==> config.mk <==
export PLATFORM = sky130hd
export DESIGN_NAME = ro_response_capture
export DESIGN_NICKNAME = d
export VERILOG_FILES = /design/src/rtl/ro_puf_pkg.sv /design/src/rtl/sync_edge.sv /design/src/rtl/ro_response_capture.sv
export SDC_FILE = /design/constraint.sdc
export NUM_CORES = 1
export LEC_CHECK = 0
export CAP_MARGIN = 10
export CORE_MARGIN = 8
export CORE_UTILIZATION = 65
export CTS_BUF_LIST = sky130_fd_sc_hd__clkbuf_2
export DETAILED_ROUTE_END_ITERATION = 16
export PLACE_DENSITY = 0.85
export SYNTH_ARGS = -nofsm -noshare
export SYNTH_HDL_FRONTEND = slang
export SYNTH_SLANG_ARGS = --single-unit
==> constraint.sdc <==
create_clock -name clk -period 3.6 [get_ports clk]
set_input_delay 0.54 -clock clk [delete_from_list [all_inputs] [get_ports clk]]
set_output_delay 0.54 -clock clk [all_outputs]
set_load 0.05 [all_outputs]
==> src/rtl/ro_puf_pkg.sv <==
// Shared defaults and FSM state encoding for the ring-oscillator PUF response path.
package ro_puf_pkg;
  localparam int CNT_W_DEF     = 16;
  localparam int RESP_BITS_DEF = 8;

  typedef enum logic [1:0] {
    ST_IDLE    = 2'd0,
    ST_COUNT   = 2'd1,
    ST_COMPARE = 2'd2,
    ST_HOLD    = 2'd3
  } state_e;
endpackage

==> src/rtl/sync_edge.sv <==
// Two-flop synchronizer with a registered previous-value stage for rise/fall detection.
module sync_edge (
  input  logic clk,
  input  logic rst,
  input  logic d,
  output logic q,
  output logic rise,
  output logic fall
);
  logic s1, s2, s3;

  always_ff @(posedge clk or posedge rst) begin
    if (rst) begin
      s1 <= 1'b0;
      s2 <= 1'b0;
      s3 <= 1'b0;
    end else begin
      s1 <= d;
      s2 <= s1;
      s3 <= s2;
    end
  end

  assign q    = s2;
  assign rise = s2 & ~s3;
  assign fall = ~s2 & s3;
endmodule

==> src/rtl/ro_response_capture.sv <==
// Counts two ring-oscillator edges per enable window and packs the A>B comparison
// results into a RESP_BITS response word with a valid/ack handshake.
module ro_response_capture
  import ro_puf_pkg::*;
#(
  parameter int CNT_W     = CNT_W_DEF,
  parameter int RESP_BITS = RESP_BITS_DEF
) (
  input  logic                 clk,
  input  logic                 rst,
  input  logic                 en_in,
  input  logic                 rs_in,
  input  logic                 ro_a,
  input  logic                 ro_b,
  input  logic                 resp_ack,
  output logic [RESP_BITS-1:0] resp,
  output logic                 resp_valid,
  output logic                 resp_tie,
  output logic                 overrun,
  output logic                 busy
);
  localparam int NSIG  = 4;
  localparam int IDX_W = (RESP_BITS > 1) ? $clog2(RESP_BITS) : 1;
  localparam logic [IDX_W-1:0] LAST_IDX = IDX_W'(RESP_BITS - 1);

  // lane order: 3 en, 2 rs, 1 ro_a, 0 ro_b
  logic [NSIG-1:0] sig_in, sig_s, sig_rise, sig_fall;
  assign sig_in = {en_in, rs_in, ro_a, ro_b};

  for (genvar g = 0; g < NSIG; g++) begin : g_sync
    sync_edge u_sync (
      .clk  (clk),
      .rst  (rst),
      .d    (sig_in[g]),
      .q    (sig_s[g]),
      .rise (sig_rise[g]),
      .fall (sig_fall[g])
    );
  end

  logic en_s, rs_s, a_s, b_s;
  logic en_rise, en_fall, rs_rise, a_rise, b_rise;
  assign en_s    = sig_s[3];
  assign rs_s    = sig_s[2];
  assign a_s     = sig_s[1];
  assign b_s     = sig_s[0];
  assign en_rise = sig_rise[3];
  assign en_fall = sig_fall[3];
  assign rs_rise = sig_rise[2];
  assign a_rise  = sig_rise[1];
  assign b_rise  = sig_rise[0];

  logic unused_sync;
  assign unused_sync = ^{en_s, a_s, b_s, sig_fall[2:0]};

  state_e state, state_n;
  logic [CNT_W-1:0] cnt_a, cnt_b;
  logic [IDX_W-1:0] bit_idx;

  always_ff @(posedge clk or posedge rst) begin
    if (rst) state <= ST_IDLE;
    else     state <= state_n;
  end

  // rs_s takes priority over any enable edge seen in the same cycle
  always_comb begin
    state_n = state;
    case (state)
      ST_IDLE:    if (en_rise && !rs_s) state_n = ST_COUNT;
      ST_COUNT:   if (rs_rise) state_n = ST_IDLE;
                  else if (en_fall && !rs_s) state_n = ST_COMPARE;
      ST_COMPARE: state_n = ST_HOLD;
      ST_HOLD:    if (rs_rise) state_n = ST_IDLE;
      default:    state_n = ST_IDLE;
    endcase
  end

  assign busy = (state == ST_COUNT) || (state == ST_COMPARE);

  always_ff @(posedge clk or posedge rst) begin
    if (rst) begin
      cnt_a <= '0;
      cnt_b <= '0;
    end else if (rs_rise) begin
      cnt_a <= '0;
      cnt_b <= '0;
    end else if (state == ST_COUNT) begin
      if (a_rise && cnt_a != '1) cnt_a <= cnt_a + CNT_W'(1);
      if (b_rise && cnt_b != '1) cnt_b <= cnt_b + CNT_W'(1);
    end
  end

  // An ack in the COMPARE cycle frees the word first, so the new bit starts the next one.
  logic                 hs, cmp_bit, cmp_tie;
  logic [RESP_BITS-1:0] resp_base;
  logic                 tie_base;
  assign hs        = resp_valid & resp_ack;
  assign cmp_bit   = cnt_a > cnt_b;
  assign cmp_tie   = cnt_a == cnt_b;
  assign resp_base = hs ? '0 : resp;
  assign tie_base  = hs ? 1'b0 : resp_tie;

  always_ff @(posedge clk or posedge rst) begin
    if (rst) begin
      resp       <= '0;
      resp_valid <= 1'b0;
      resp_tie   <= 1'b0;
      overrun    <= 1'b0;
      bit_idx    <= '0;
    end else begin
      if (hs) begin
        resp       <= '0;
        resp_valid <= 1'b0;
        resp_tie   <= 1'b0;
      end
      if (state == ST_COMPARE) begin
        if (resp_valid && !resp_ack) begin
          overrun <= 1'b1;
        end else begin
          resp     <= {resp_base[RESP_BITS-2:0], cmp_bit};
          resp_tie <= tie_base | cmp_tie;
          if (bit_idx == LAST_IDX) begin
            resp_valid <= 1'b1;
            bit_idx    <= '0;
          end else begin
            bit_idx <= bit_idx + IDX_W'(1);
          end
        end
      end
    end
  end
endmodule

[Word-level counts from Yosys, hierarchy flattened]
Index checks and enable logic that the tools add are counted.
Word-level totals
  register bits: 60
  bits of input ports: 7
  output and inout bits: 12
  logic and storage cells: 86
Operators by class
  reductions and logical operators: 17
  multiplexer cells: 22
  order comparisons: 1
  add/subtract/negate cells: 3
  bitwise operators: 13
  equality and inequality tests: 10
Operators by type and width (count)
  $mux 16: 6
  $add 16x1->16 const B: 2
  $ne 16x16->1 const B: 2
  $mux 8: 3
  $eq 16x16->1: 1
  $gt 16x16->1: 1
  $mux 2: 4
  $pmux 2 s4: 1
  $reduce_and 2->1: 4
  $mux 1: 7
  $and 1x1->1: 6
  $not 1->1: 6
  $reduce_bool 2->1: 3
  $logic_and 1x1->1: 5
  $eq 2x2->1 const B: 2
  $add 3x1->3 const B: 1
  $eq 3x3->1 const B: 1
  $mux 3: 1
  $ne 3x2->1 const B: 1
  $reduce_and 3->1: 1
  $eq 2x1->1 const B: 1
  $logic_not 1->1: 2
  $logic_not 2->1: 1
  $ne 2x1->1 const B: 1
  3 further kinds: 3

[Depth between registers and ports, before layout]
Gate-level depths: netlist (run 1).
  depth in word-level cells: 6
  gate-level depth with buffers: 7

[By module]
A second synthesis (run 1) with hierarchy kept.
Second synthesis, totals
  cell total of the unflattened synthesis: 351
  area total of the unflattened synthesis: 3375.7 µm²
By module, submodules not included
  ro_response_capture: seq. area each 1201.2 µm², area an instance 3000.4 µm², instances 1, cells each 327
  sync_edge: seq. area each 75.1 µm², area an instance 93.8 µm², instances 4, cells each 6

[Least setup slack after synthesis (run 1)]
Ideal clock, no wire load.
  path type: register to register
  start: reg resp_valid
  end: reg resp[0]
  data arrival time: 1.715 ns
  path slack: 1.746 ns
  data required time: 3.461 ns
  stages on the path, launching flop included: 7
  path through: dfrtp_1 -> buf_2 -> nor2b_1 -> buf_2 -> nand2b_1 -> a2111oi_0 -> a211oi_1
Between the ends
  longest elaborated chain between the ends: 4
Ends and longest elaborated chain
  from (decl): RTL line ro_response_capture.sv:17  | output logic resp_valid,
  from (signal assigned): RTL line ro_response_capture.sv:106  | resp_valid <= 1'b0;
  from (signal assigned): RTL line ro_response_capture.sv:113  | resp_valid <= 1'b0;
  from (signal assigned): RTL line ro_response_capture.sv:123  | resp_valid <= 1'b1;
  $and 1x1->1: RTL line ro_response_capture.sv:97  | assign hs = resp_valid & resp_ack;
  $mux 8: RTL line ro_response_capture.sv:111  | if (hs) begin
  $mux 8: RTL line ro_response_capture.sv:117  | if (resp_valid && !resp_ack) begin
  $mux 8 *: RTL line ro_response_capture.sv:116  | if (state == ST_COMPARE) begin
  to (signal assigned): RTL line ro_response_capture.sv:120  | resp <= {resp_base[RESP_BITS-2:0], cmp_bit};
  to (decl): RTL line ro_response_capture.sv:16  | output logic [RESP_BITS-1:0] resp,
Every way passes the cells marked *; elsewhere a longest branch is shown, timed or not.
A chain may end at the register's enable or synchronous reset.

[Final worst setup path (run 1)]
  start: reg state[0]
  end: out busy
Between the ends
  longest elaborated chain between the ends: 2
Ends and longest elaborated chain
  from (decl): RTL line ro_response_capture.sv:56  | state_e state, state_n;
  from (signal assigned): RTL line ro_response_capture.sv:62  | else state <= state_n;
  $eq 2x1->1 / $eq 2x2->1 (equally long branches): RTL line ro_response_capture.sv:78  | assign busy = (state == ST_COUNT) || (state == ST_COMPARE);
  $logic_or 1x1->1 *: RTL line ro_response_capture.sv:78
  to (decl): RTL line ro_response_capture.sv:20  | output logic busy
Marked as above.

==> impl_results.md, run 1 <==
- Routed WL: 6.147 mm
- Antenna-violating nets left: 0
- Relative slew slack: 0.5706
- Via count: 2,426
- Met2 demand-to-capacity share in global routing: 0.2707
- Tightest Hold Check Type: reg2reg
- Maximum clock path buffer count: 2
- Average size of a mapped cell: 10.16 um2
- DP Wirelength: 4.517 mm
- Initial antenna violation count: 0
- Signed area change from the synthesized netlist to the final layout: 10.73%
- Crit path kind: reg2out
- Total iterations of the first detailed-routing run: 5
- Result of the run: complete, no violations
- Register share of total power: 0.429
- Data required time at the worst endpoint: 3.06 ns
- Kind of cell with the highest combined delay on the critical path: buffers and inverters
- Total gr overflow: 0
- Floorplan die area: 7633 um2
- Combinational power share: 0.346
- Distinct cell type count after synthesis: 49
- Count of buffers from port buffering: 18
- Resized cells post-CTS: 0
- Clock-pin slew on the worst setup and hold paths: 0.16 ns
- Filler Cells Inserted: 367
- Share of the clock period used by the worst path after layout: 0.7390
- Setup violation total in the final timing report: 0
- Net Sw Frac: 0.3841
- Data arrival time of the worst path: 2.12 ns
- Fin cells: 423
- Buffers plus inverters on the worst setup path: 2
- Final RePlAce weighted congestion: 0.8848
- Sequential-to-total area share from yosys stat: 0.4535
- Cells along the critical path: inv_1 > ha_1 > clkdlybuf4s50_1
- Cell Count Post-Placement: 407
- Die Span Y: 87.37 um
- Vias in the first global route: 2,332
- Most instantiated flip-flop cell in the synthesis netlist: sky130_fd_sc_hd__dfrtp_1
- Yosys warns: 0
- Pwr per Cell Area: 559.3 nW/um2
- Critical path launch point type: register
- Post-synth net total: 358
- Core Region: 5010 um2
- CP Capture Type: primary output
- Post-Synthesis Cell Area: 3311 um2
- Total Nets Final: 380
- Effective utilization at floorplan: 0.6608
- Vias/cell: 5.735
- Worst supply voltage drop on vdd: 347.7 uV
- Total leakage power: 1.611 nW
- FMAX: 375.9 MHz
- Number of H-tree levels: 3
- First-pass GRT wire length: 10.49 mm
- Antenna Diode Count: 0
- Seq cells post-synth: 60
- Post-Syn Instances: 326
- DIE WIDTH: 87.37 um
- Met1 usage: 0.2224
- Unrepaired setup endpoints after global routing: false
- CTS Hold Buffers Added: 0
- Cell row count: 26
- Io pins: 19
- Most used routing layer: met2
- Global-route total usage across every layer: 0.1769
- Internal Dissipation: 0.001263 W
- Clk root buf: sky130_fd_sc_hd__clkbuf_2
- Worst slew pin tran: 0.6428 ns
- Postcts setup bufs: 0
- EDFF count, synth: 0
- Setup clock skew after layout: 0.01822 ns
- Total Neg Setup Slack: 0 ns
- Minimum period implied by the final worst setup slack: 2.660 ns
- Mean routed wirelength per cell: 14.53 um
- Switching power of the nets: 0.0007876 W
- Clock share of power: 0.225
- Clock tree from TritonCTS: built
- Share of layout cells above drive strength 1: 0.09348
- Number of clock sinks: 60
- Synth async-reset ratio: 1.000
- Max-capacitance violation count: 0
- Clock buffers created by TritonCTS: 9
- Latest clock arrival within the worst-skew pair: 0.50 ns
- Critical Path Slowest Stage Cell: sky130_fd_sc_hd__clkdlybuf4s50_1
- Final count of hold timing violations: 0
- Maximum number of pins on one net before global-route repair: 35
- DRC marker count from the first detailed-route iteration: 179
- Max-slew violation count: 0
- Worst Path Max Fanout: 5
- Longest individual stage delay on the worst path: 0.79 ns
- Met3 global-route usage: 0.06038
- Final routed DRC violation total: 0
## final timing paths
kind                       slack [ns]  cells after the start                           end                     startpoint
setup / recovery                 0.94                      3                          busy           state[0]$_DFFE_PP0P_
hold / removal                   0.36                      0  g_sync[2].u_sync.q$_DFF_PP0_  g_sync[2].u_sync.s1$_DFF_PP0_
setup reg to reg                 1.46                      5             resp[0]$_DFF_PP0_           state[0]$_DFFE_PP0P_
hold reg to reg                  0.36                      0  g_sync[2].u_sync.q$_DFF_PP0_  g_sync[2].u_sync.s1$_DFF_PP0_
max in group asynchronous        2.38                      3          cnt_a[9]$_DFFE_PP0P_                            rst
min in group asynchronous        0.39                      2         cnt_b[15]$_DFFE_PP0P_                            rst
## flip-flops by register name (all words and copies together) (netlist names), named ones only
register / flops
cnt_b: 16
g_sync.u_sync.s3: 4
bit_idx: 3
state: 1
cnt_a: 16
resp_valid: 1
resp: 8
resp_tie: 1
g_sync.u_sync.q: 4
overrun: 1
g_sync.u_sync.s1: 4
## power by group through the flow
stage / registers, W / clock network, W / logic, W
global route: 0.000897 / 0.000499 / 0.000773
global placement: 0.000887 / 0 / 0.000685
CTS: 0.000879 / 0.000470 / 0.000716
finish: 0.000880 / 0.000461 / 0.000709
floorplan: 0.00106 / 0 / 0.000327
detailed placement: 0.000894 / 0 / 0.000708
## cells in the mapped netlist, types with 2 or more instances
library cell                 n  area [um2]
sky130_fd_sc_hd__dfrtp_1    60        1501
sky130_fd_sc_hd__nor2_1     37       138.9
sky130_fd_sc_hd__ha_1       25       312.8
sky130_fd_sc_hd__nand2_1    25       93.84
sky130_fd_sc_hd__inv_1      24       90.09
sky130_fd_sc_hd__xnor2_1    22       192.7
sky130_fd_sc_hd__a21oi_1    14       70.07
sky130_fd_sc_hd__o21ai_0    14       70.07
sky130_fd_sc_hd__nand4_1    12       75.07
sky130_fd_sc_hd__mux2i_1    11       110.1
sky130_fd_sc_hd__nand3_1    11       55.05
sky130_fd_sc_hd__nor3_1      6       30.03
sky130_fd_sc_hd__nor4_1      6       37.54
sky130_fd_sc_hd__a211oi_1    5       37.54
sky130_fd_sc_hd__a21o_1      5       37.54
sky130_fd_sc_hd__xor2_1      5       43.79
sky130_fd_sc_hd__and3_1      3       18.77
sky130_fd_sc_hd__clkbuf_1    3       11.26
sky130_fd_sc_hd__a2111oi_4   2       55.05
sky130_fd_sc_hd__and3b_2     2       20.02
sky130_fd_sc_hd__and4_1      2       17.52
sky130_fd_sc_hd__buf_2       2       10.01
sky130_fd_sc_hd__mux2_2      2       22.52
sky130_fd_sc_hd__nand4_2     2       25.02
sky130_fd_sc_hd__nor2b_1     2       12.51
## cells in the final DEF, fill, tap and decap left out, types with 11 or more instances in the layout
master / Yosys / final
sky130_fd_sc_hd__dfrtp_1: 60 / 60
sky130_fd_sc_hd__nor2_1: 37 / 37
sky130_fd_sc_hd__nand2_1: 25 / 25
sky130_fd_sc_hd__ha_1: 25 / 25
sky130_fd_sc_hd__inv_1: 24 / 23
sky130_fd_sc_hd__xnor2_1: 22 / 22
sky130_fd_sc_hd__clkdlybuf4s50_1: 0 / 18
sky130_fd_sc_hd__a21oi_1: 14 / 14
sky130_fd_sc_hd__o21ai_0: 14 / 14
sky130_fd_sc_hd__nand4_1: 12 / 12
sky130_fd_sc_hd__nand3_1: 11 / 11
sky130_fd_sc_hd__mux2i_1: 11 / 11
## stage by stage
stage                     cell area [um2]  worst slack [ns]  total power, W  utilization  hold slack (ns)
after floorplan                      3311             1.575        0.001382            -           0.3312
after global placement               3540             1.313        0.001572       0.7065           0.3314
after detailed placement             3540             1.242        0.001602       0.7065           0.3403
after CTS                            3666            0.9183        0.002066       0.7318           0.3712
after global routing                 3666            0.8349        0.002170       0.7318           0.3659
final                                3666            0.9397        0.002050       0.7318           0.3602
## cell type report
type / instances / area (um2) / share of cell area
clock buffers: 9 / 45.04 / 0.01229
well taps: 70 / 87.58 / 0.02389
flip-flops and latches: 60 / 1501 / 0.4096
multi-input cells: 233 / 1665 / 0.4543
repair buffers: 20 / 195.2 / 0.05324
inverters: 24 / 90.09 / 0.02457
clock inverters: 7 / 81.33 / 0.02218
## routing by layer
metal / wire (um) / part of all wire / vias up
met5: 0 / 0 / -
met4: 123 / 0.020 / 0
met3: 307 / 0.050 / 14
met2: 2810 / 0.46 / 62
met1: 2905 / 0.47 / 1170
li1: - / - / 1180
## cells by family after synthesis
| group | share of synthesized area |
|---|---|
| AOI/OAI and AO/OA | 0.1013 |
| xor gates and xnor gates | 0.07143 |
| adders and majority gates | 0.09448 |
| buffers and inverters | 0.04422 |
| DFF | 0.4535 |
| muxes | 0.04006 |
| and+or+nand+nor | 0.1950 |
(Power assumes the default switching activity.)
==> run 2: changes to the inputs <==
- CORE_UTILIZATION: 65 -> 62
- PLACE_DENSITY: 0.85 -> 0.81
- clock period: 3.6 -> 2.6 ns (I/O delays scaled with it)
==> run 2 against run 1 <==
Compared with the run above:
- clock power rose by 14%
- sequential share of layout area unchanged
- die area is 4.0% higher
- register-to-register slack worse by 1.0 ns
- setup slack worse by 0.61 ns
- cell area unchanged
- global-route usage grew 0.26 points
- critical path depth down 2
- flip-flop and latch count did not move
- combinational power rose by 39%
- power grew 33%
- clock skew up 0.0047 ns
- critical path type unchanged
- critical endpoint is now resp_valid
==> impl_results.md, run 2 (synthesized netlist as in run 1, its figures left out) <==
- Filler Cells Inserted: 402 (+9.5%)
- Final routed DRC violation total: 0 (unchanged)
- Vias in the first global route: 2,320 (-0.51%)
- Fin cells: 424 (+0.24%)
- Internal Dissipation: 0.001584 W (+25%)
- Buffers plus inverters on the worst setup path: 1 (-1)
- Die Span Y: 89.08 um (+2.0%)
- Mean routed wirelength per cell: 14.78 um (+1.7%)
- Longest individual stage delay on the worst path: 0.86 ns (+0.07 ns)
- Via count: 2,408 (-0.74%)
- DP Wirelength: 4.645 mm (+2.8%)
- CP Capture Type: primary output
- Setup violation total in the final timing report: 0 (unchanged)
- Kind of cell with the highest combined delay on the critical path: buffers and inverters
- FMAX: 441.2 MHz
- Relative slew slack: 0.5733 (+0.002685)
- Total Nets Final: 381 (+0.26%)
- Signed area change from the synthesized netlist to the final layout: 10.73% (unchanged)
- Share of layout cells above drive strength 1: 0.1045 (+0.01104)
- Worst R2R End: cnt_b[13]$_DFFE_PP0P_
- Latest clock arrival within the worst-skew pair: 0.51 ns (about the same)
- Worst supply voltage drop on vdd: 467.8 uV (+35%)
- DIE WIDTH: 89.08 um (+2.0%)
- Pwr per Cell Area: 743.3 nW/um2 (+33%)
- Max-capacitance violation count: 0 (unchanged)
- Number of clock sinks: 60 (unchanged)
- Clock buffers created by TritonCTS: 9 (unchanged)
- Clock-pin slew on the worst setup and hold paths: 0.20 ns (+0.04 ns)
- Final count of hold timing violations: 0 (unchanged)
- Initial antenna violation count: 0 (unchanged)
- Critical Path Slowest Stage Cell: sky130_fd_sc_hd__clkdlybuf4s50_1
- Net Sw Frac: 0.4188 (+0.03470)
- Result of the run: complete, no violations
- Total gr overflow: 0 (unchanged)
- Biggest regs: cnt_a x16, cnt_b x16, resp x8
- Cell row count: 26 (unchanged)
- DRC marker count from the first detailed-route iteration: 122 (-32%)
- Cell Count Post-Placement: 408 (+0.25%)
- Global-route total usage across every layer: 0.1795 (+0.002608)
- Worst slew pin tran: 0.6392 ns (-0.003635 ns)
- Clock tree from TritonCTS: built
- Final RePlAce weighted congestion: 0.8911 (+0.71%)
- Setup clock skew after layout: 0.02294 ns (+0.004718 ns)
- Io pins: 19 (unchanged)
- Maximum clock path buffer count: 2 (unchanged)
- Number of H-tree levels: 3 (unchanged)
- Setup crit end: resp_valid
- Commonest cells after routing, fill and taps aside: 60 x sky130_fd_sc_hd__dfrtp_1, 37 x sky130_fd_sc_hd__nor2_1, 25 x sky130_fd_sc_hd__nand2_1, 25 x sky130_fd_sc_hd__ha_1, 23 x sky130_fd_sc_hd__inv_1
- Vias/cell: 5.679 (-0.98%)
- Floorplan die area: 7934 um2 (+4.0%)
- Number of cells on the worst reg-to-reg path: 7 (+2)
- First-pass GRT wire length: 10.80 mm (+3.0%)
- Cells along the critical path: clkdlybuf4s50_1
- Combinational power share: 0.360 (+0.014)
- Total iterations of the first detailed-routing run: 4 (-1)
- Routed WL: 6.266 mm (+1.9%)
- Critical path launch point type: register
- Count of buffers from port buffering: 18 (unchanged)
- Core Region: 5140 um2 (+2.6%)
- Clock share of power: 0.193 (-0.032)
- Crit path kind: reg2out
- Total leakage power: 1.612 nW (about the same)
- Unrepaired setup endpoints after global routing: false
- Register share of total power: 0.447 (+0.018)
- Antenna Diode Count: 0 (unchanged)
- Tightest Hold Check Type: in2async
- Clk root buf: sky130_fd_sc_hd__clkbuf_2
- Antenna-violating nets left: 0 (unchanged)
- Effective utilization at floorplan: 0.6441 (-0.01673)
- Share of the clock period used by the worst path after layout: 0.8718
- Max-slew violation count: 0 (unchanged)
- Most frequent standard cell in the layout excluding fill and tap cells: sky130_fd_sc_hd__dfrtp_1
- Switching power of the nets: 0.001141 W (+45%)
- Data required time at the worst endpoint: 2.21 ns (-0.85 ns)
- Logic depth of the worst setup path including buffers: 1 (-2)
- Minimum period implied by the final worst setup slack: 2.267 ns
- Worst setup path start: resp_valid$_DFF_PP0_
- Total Neg Setup Slack: 0 ns (unchanged)
- Data arrival time of the worst path: 1.88 ns (-0.24 ns)
- Maximum number of pins on one net before global-route repair: 34 (-2.9%)
- Worst Path Max Fanout: 11 (+6)
- Register-to-register setup slack: 0.44 ns (-1.02 ns)
==> run 2: per-layer routing <==
layer | vias up | share of wire | GRT usage | wire length (um)
met5 | - | 0 | 0 | 0
met4 | 0 | 0.023 | 0.09517 | 143
met3 | 14 | 0.038 | 0.04963 | 241
met2 | 35 | 0.48 | 0.2823 | 3020
met1 | 1178 | 0.46 | 0.2194 | 2861
li1 | 1181 | - | - | -
==> run 2: worst min-delay path by stage <==
stage,from,endpoint,slack (ns)
2_1_floorplan,g_sync[0].u_sync.s1$_DFF_PP0_,g_sync[0].u_sync.q$_DFF_PP0_,0.33
3_3_place_gp,g_sync[3].u_sync.s1$_DFF_PP0_,g_sync[3].u_sync.q$_DFF_PP0_,0.33
3_5_place_dp,g_sync[1].u_sync.s1$_DFF_PP0_,g_sync[1].u_sync.q$_DFF_PP0_,0.34
4_1_cts,rst,cnt_a[5]$_DFFE_PP0P_,0.25
5_1_grt,ro_a,g_sync[1].u_sync.s1$_DFF_PP0_,0.24
6_report,rst,cnt_b[5]$_DFFE_PP0P_,0.25
==> run 2: worst register-to-register path, cell delays in order, from the launching register on <==
cell and delay (ns):
sky130_fd_sc_hd__dfrtp_1 0.47, sky130_fd_sc_hd__inv_1 0.12, sky130_fd_sc_hd__ha_1 0.30, sky130_fd_sc_hd__nand3b_1 0.17, sky130_fd_sc_hd__nor4_2 0.56, sky130_fd_sc_hd__nand4_1 0.18, sky130_fd_sc_hd__xnor2_1 0.18, sky130_fd_sc_hd__nor2_1 0.07
==> run 2: metrics by stage <==
stage / util / area [um2] / power, W / setup WS (ns) / hold slack, ns
detailed placement: 0.6926 / 3560 / 0.002230 / 0.4856 / 0.3403
CTS: 0.7128 / 3664 / 0.002759 / 0.001666 / 0.2550
floorplan: - / 3311 / 0.001914 / 0.7253 / 0.3312
global route: 0.7132 / 3666 / 0.002905 / 0.2103 / 0.2387
finish: 0.7132 / 3666 / 0.002725 / 0.3334 / 0.2528
global placement: 0.6926 / 3560 / 0.002185 / 0.4975 / 0.3349
==> run 2: power by group through the flow <==
stage          logic, W  registers [W]  clock network [W]
2_1_floorplan  0.000453        0.00146                  0
3_3_place_gp   0.000953        0.00123                  0
3_5_place_dp   0.000992        0.00124                  0
4_1_cts        0.000998        0.00122           0.000541
5_1_grt         0.00107        0.00125           0.000586
6_report       0.000982        0.00122           0.000525
==> run 2: what timing repair did <==
item | in CTS | in global routing
setup endpoints to repair | 0 | 1
setup buffers | 0 | 0
hold buffers | 0 | 0
hold endpoints to repair | 0 | 0
resized for setup | 0 | 1
==> run 2: cell type report <==
cell class | count | area [um2] | area share
clock inverters | 7 | 58.81 | 0.01604
flip-flops and latches | 60 | 1501 | 0.4096
repair buffers | 21 | 217.7 | 0.05939
well taps | 70 | 87.58 | 0.02389
multi-input cells | 233 | 1665 | 0.4543
clock buffers | 9 | 45.04 | 0.01229
inverters | 24 | 90.09 | 0.02457
==> variant (flow settings as in run 2) <==
The package constant `RESP_BITS_DEF` goes from 8 to 16.
--- a/src/rtl/ro_puf_pkg.sv
+++ b/src/rtl/ro_puf_pkg.sv
@@ -3,3 +3,3 @@
   localparam int CNT_W_DEF     = 16;
-  localparam int RESP_BITS_DEF = 8;
+  localparam int RESP_BITS_DEF = 16;
 
Ports: changed (resized resp); port bits go from 19 to 27. The function was not compared with the original's and may differ.
==> variant against run 2 <==
Total power grew 18%; cell area grew 12%; largest cell class unchanged; routed wire length grew 12%; area after synthesis grew 9.1%; via count grew 16%; sequential cell count grew 9; non-clock buffer count grew 9; worst setup slack lost 14 ps; highest routed layer unchanged.
==> variant: results (changes against run 2) <==
Yosys
  • Share of the synthesized area in compound gates (AO/OA/AOI/OAI): 0.111 (+0.00994)
  • Post-synth top cells: dfrtp_1 (69), nand2_1 (60), nor2_1 (37)
  • Post-synthesis adder-cell area fraction: 0.0832 (-0.0113)
  • Post-synthesis sequential area ratio: 0.478 (+0.0247)
  • Top post-synthesis cells by area: dfrtp_1 (48%), ha_1 (8.3%), nand2_1 (6.2%)
  • Post-synth cell types: 45 (-8.2%)
  • Post-Synth XOR/XNOR Area: 0.0582 (-0.0132)
  • Share of flip-flops with an asynchronous set or reset: 1.00 (unchanged)
  • Mux cell area share after synthesis: 0.0111 (-0.0290)
  • Syn nets: 410 (+15%)

Worst hold path
  • Worst hold path type: input pin to asynchronous set/reset pin

Placed design
  • # port buffers: 26 (+8)
  • Placer Congestion: 0.839 (-5.8%)
  • HPWL Detailed: 5.05 mm (+8.7%)
  • Placed instance area: 3960 um2 (+11%)

Timing
  • Fmax: 438 MHz (-0.62%)
  • Skew final: 25.2 ps (+2.30 ps)
  • Relative slew slack: 0.630 (+0.0569)

Clocking
  • Clk Tree Root Cell: clkbuf_2
  • Gates resized, CTS repair: 1 (+1)

Finish
  • Layout cells sized above 1: 0.0702 (-0.0343)
  • Top flop regs: cnt_a (16), cnt_b (16), resp (16)
  • Nets: 440 (+15%)
  • Filler Cell Count: 410 (+2.0%)

Status
  • Status: completed

Routing
  • Vias: 2787 (+16%)
  • 1st-iter DRT viols: 181 (+48%)
  • Final WL: 7.03 mm (+12%)

Pwr
  • Internal: 0.00200 W (+26%)
  • Leak Pwr: 1.84 nW (+14%)
  • IR drop worst, VDD: 0.750 mV (+60%)

Critical path
  • CP arrival: 1890 ps
  • Crit path max fanout: 6 (-5)

Global routing
  • Number of global-route vias before repair: 2674 (+15%)
  • Initial antenna violation count: 0 (unchanged)
  • Total GRT Usage: 0.180 (+0.000215)
  • Largest net degree at the start of global routing: 70 (+110%)
  • First-pass GRT wire length: 12.5 mm (+15%)
-- variant: changes by cell type after synthesis, moves of 3 or more --
| cell | before | now |
|---|---|---|
| o21ai_0 | 14 | 8 |
| dfrtp_1 | 60 | 69 |
| clkbuf_1 | 3 | 10 |
| xor2_1 | 5 | 2 |
| and3_1 | 3 | 7 |
| mux2i_1 | 11 | 4 |
| and4_1 | 2 | 5 |
| nand4_1 | 12 | 6 |
| nand2_1 | 25 | 60 |
| nor3_1 | 6 | 9 |
| a21oi_1 | 14 | 34 |
| and2_1 | 0 | 3 |
-- variant: logic make-up after synthesis --
| logic type | count (synthesis) |
|---|---|
| muxes | 4 |
| adders and majority gates | 24 |
| and+or+nand+nor | 158 |
| xor gates and xnor gates | 24 |
| buffers and inverters | 36 |
| DFF | 69 |
| AOI/OAI and AO/OA | 64 |
-- variant: metrics by stage --
step	util	setup WS, ps	power [W]	hold slack, ps	instances
detailed placement	0.711	492	0.00244	335	470
global placement	0.711	632	0.00240	332	470
global route	0.739	194	0.00339	236	485
CTS	0.739	275	0.00324	230	485
finish	0.739	319	0.00321	248	485
floorplan	-	470	0.00211	331	379
-- variant: worst paths after layout --
kind,start,to,slack (ps),cells past startpoint
hold reg to reg,g_sync[0].u_sync.s1$_DFF_PP0_,g_sync[0].u_sync.q$_DFF_PP0_,370,0
max in group asynchronous,rst,cnt_b[2]$_DFFE_PP0P_,2040,3
hold / removal,rst,g_sync[1].u_sync.s3$_DFF_PP0_,250,3
setup / recovery,state[0]$_DFFE_PP0P_,busy,320,3
setup reg to reg,flop,cnt_a[11]$_DFFE_PP0P_,460,7
min in group clk,en_in,g_sync[3].u_sync.s1$_DFF_PP0_,310,1
-- variant: area by class of cell --
class                   count  area, um2  area share
clock buffers               9       45.0      0.0109
clock inverters             6        113      0.0273
inverters                  25       93.8      0.0228
multi-input cells         274       1750       0.425
flip-flops and latches     69       1730       0.419
well taps                  72       90.1      0.0219
repair buffers             30        302      0.0732
-- variant: power by group through the flow --
| stage | Clock [W] | Combinational (W) | Sequential (W) |
|---|---|---|---|
| 3_5_place_dp | 0 | 0.00106 | 0.00138 |
| 3_3_place_gp | 0 | 0.00103 | 0.00137 |
| 4_1_cts | 0.000821 | 0.00106 | 0.00136 |
| 2_1_floorplan | 0 | 0.000488 | 0.00162 |
| 6_report | 0.000802 | 0.00104 | 0.00136 |
| 5_1_grt | 0.000853 | 0.00115 | 0.00139 |
-- variant: per-layer routing --
metal / share of wire / GRT usage / up-vias
met2: 0.47 / 0.281 / 52
met1: 0.48 / 0.235 / 1347
met3: 0.038 / 0.0323 / 11
li1: - / - / 1377
met5: 0 / 0 / -
met4: 0.016 / 0.0913 / 0
-- variant: critical path, cell delays in order, from the launching register on --
cell	delay [ps]
dfrtp_1	460
inv_1	110
ha_1	300
dlygate4sd2_1	530
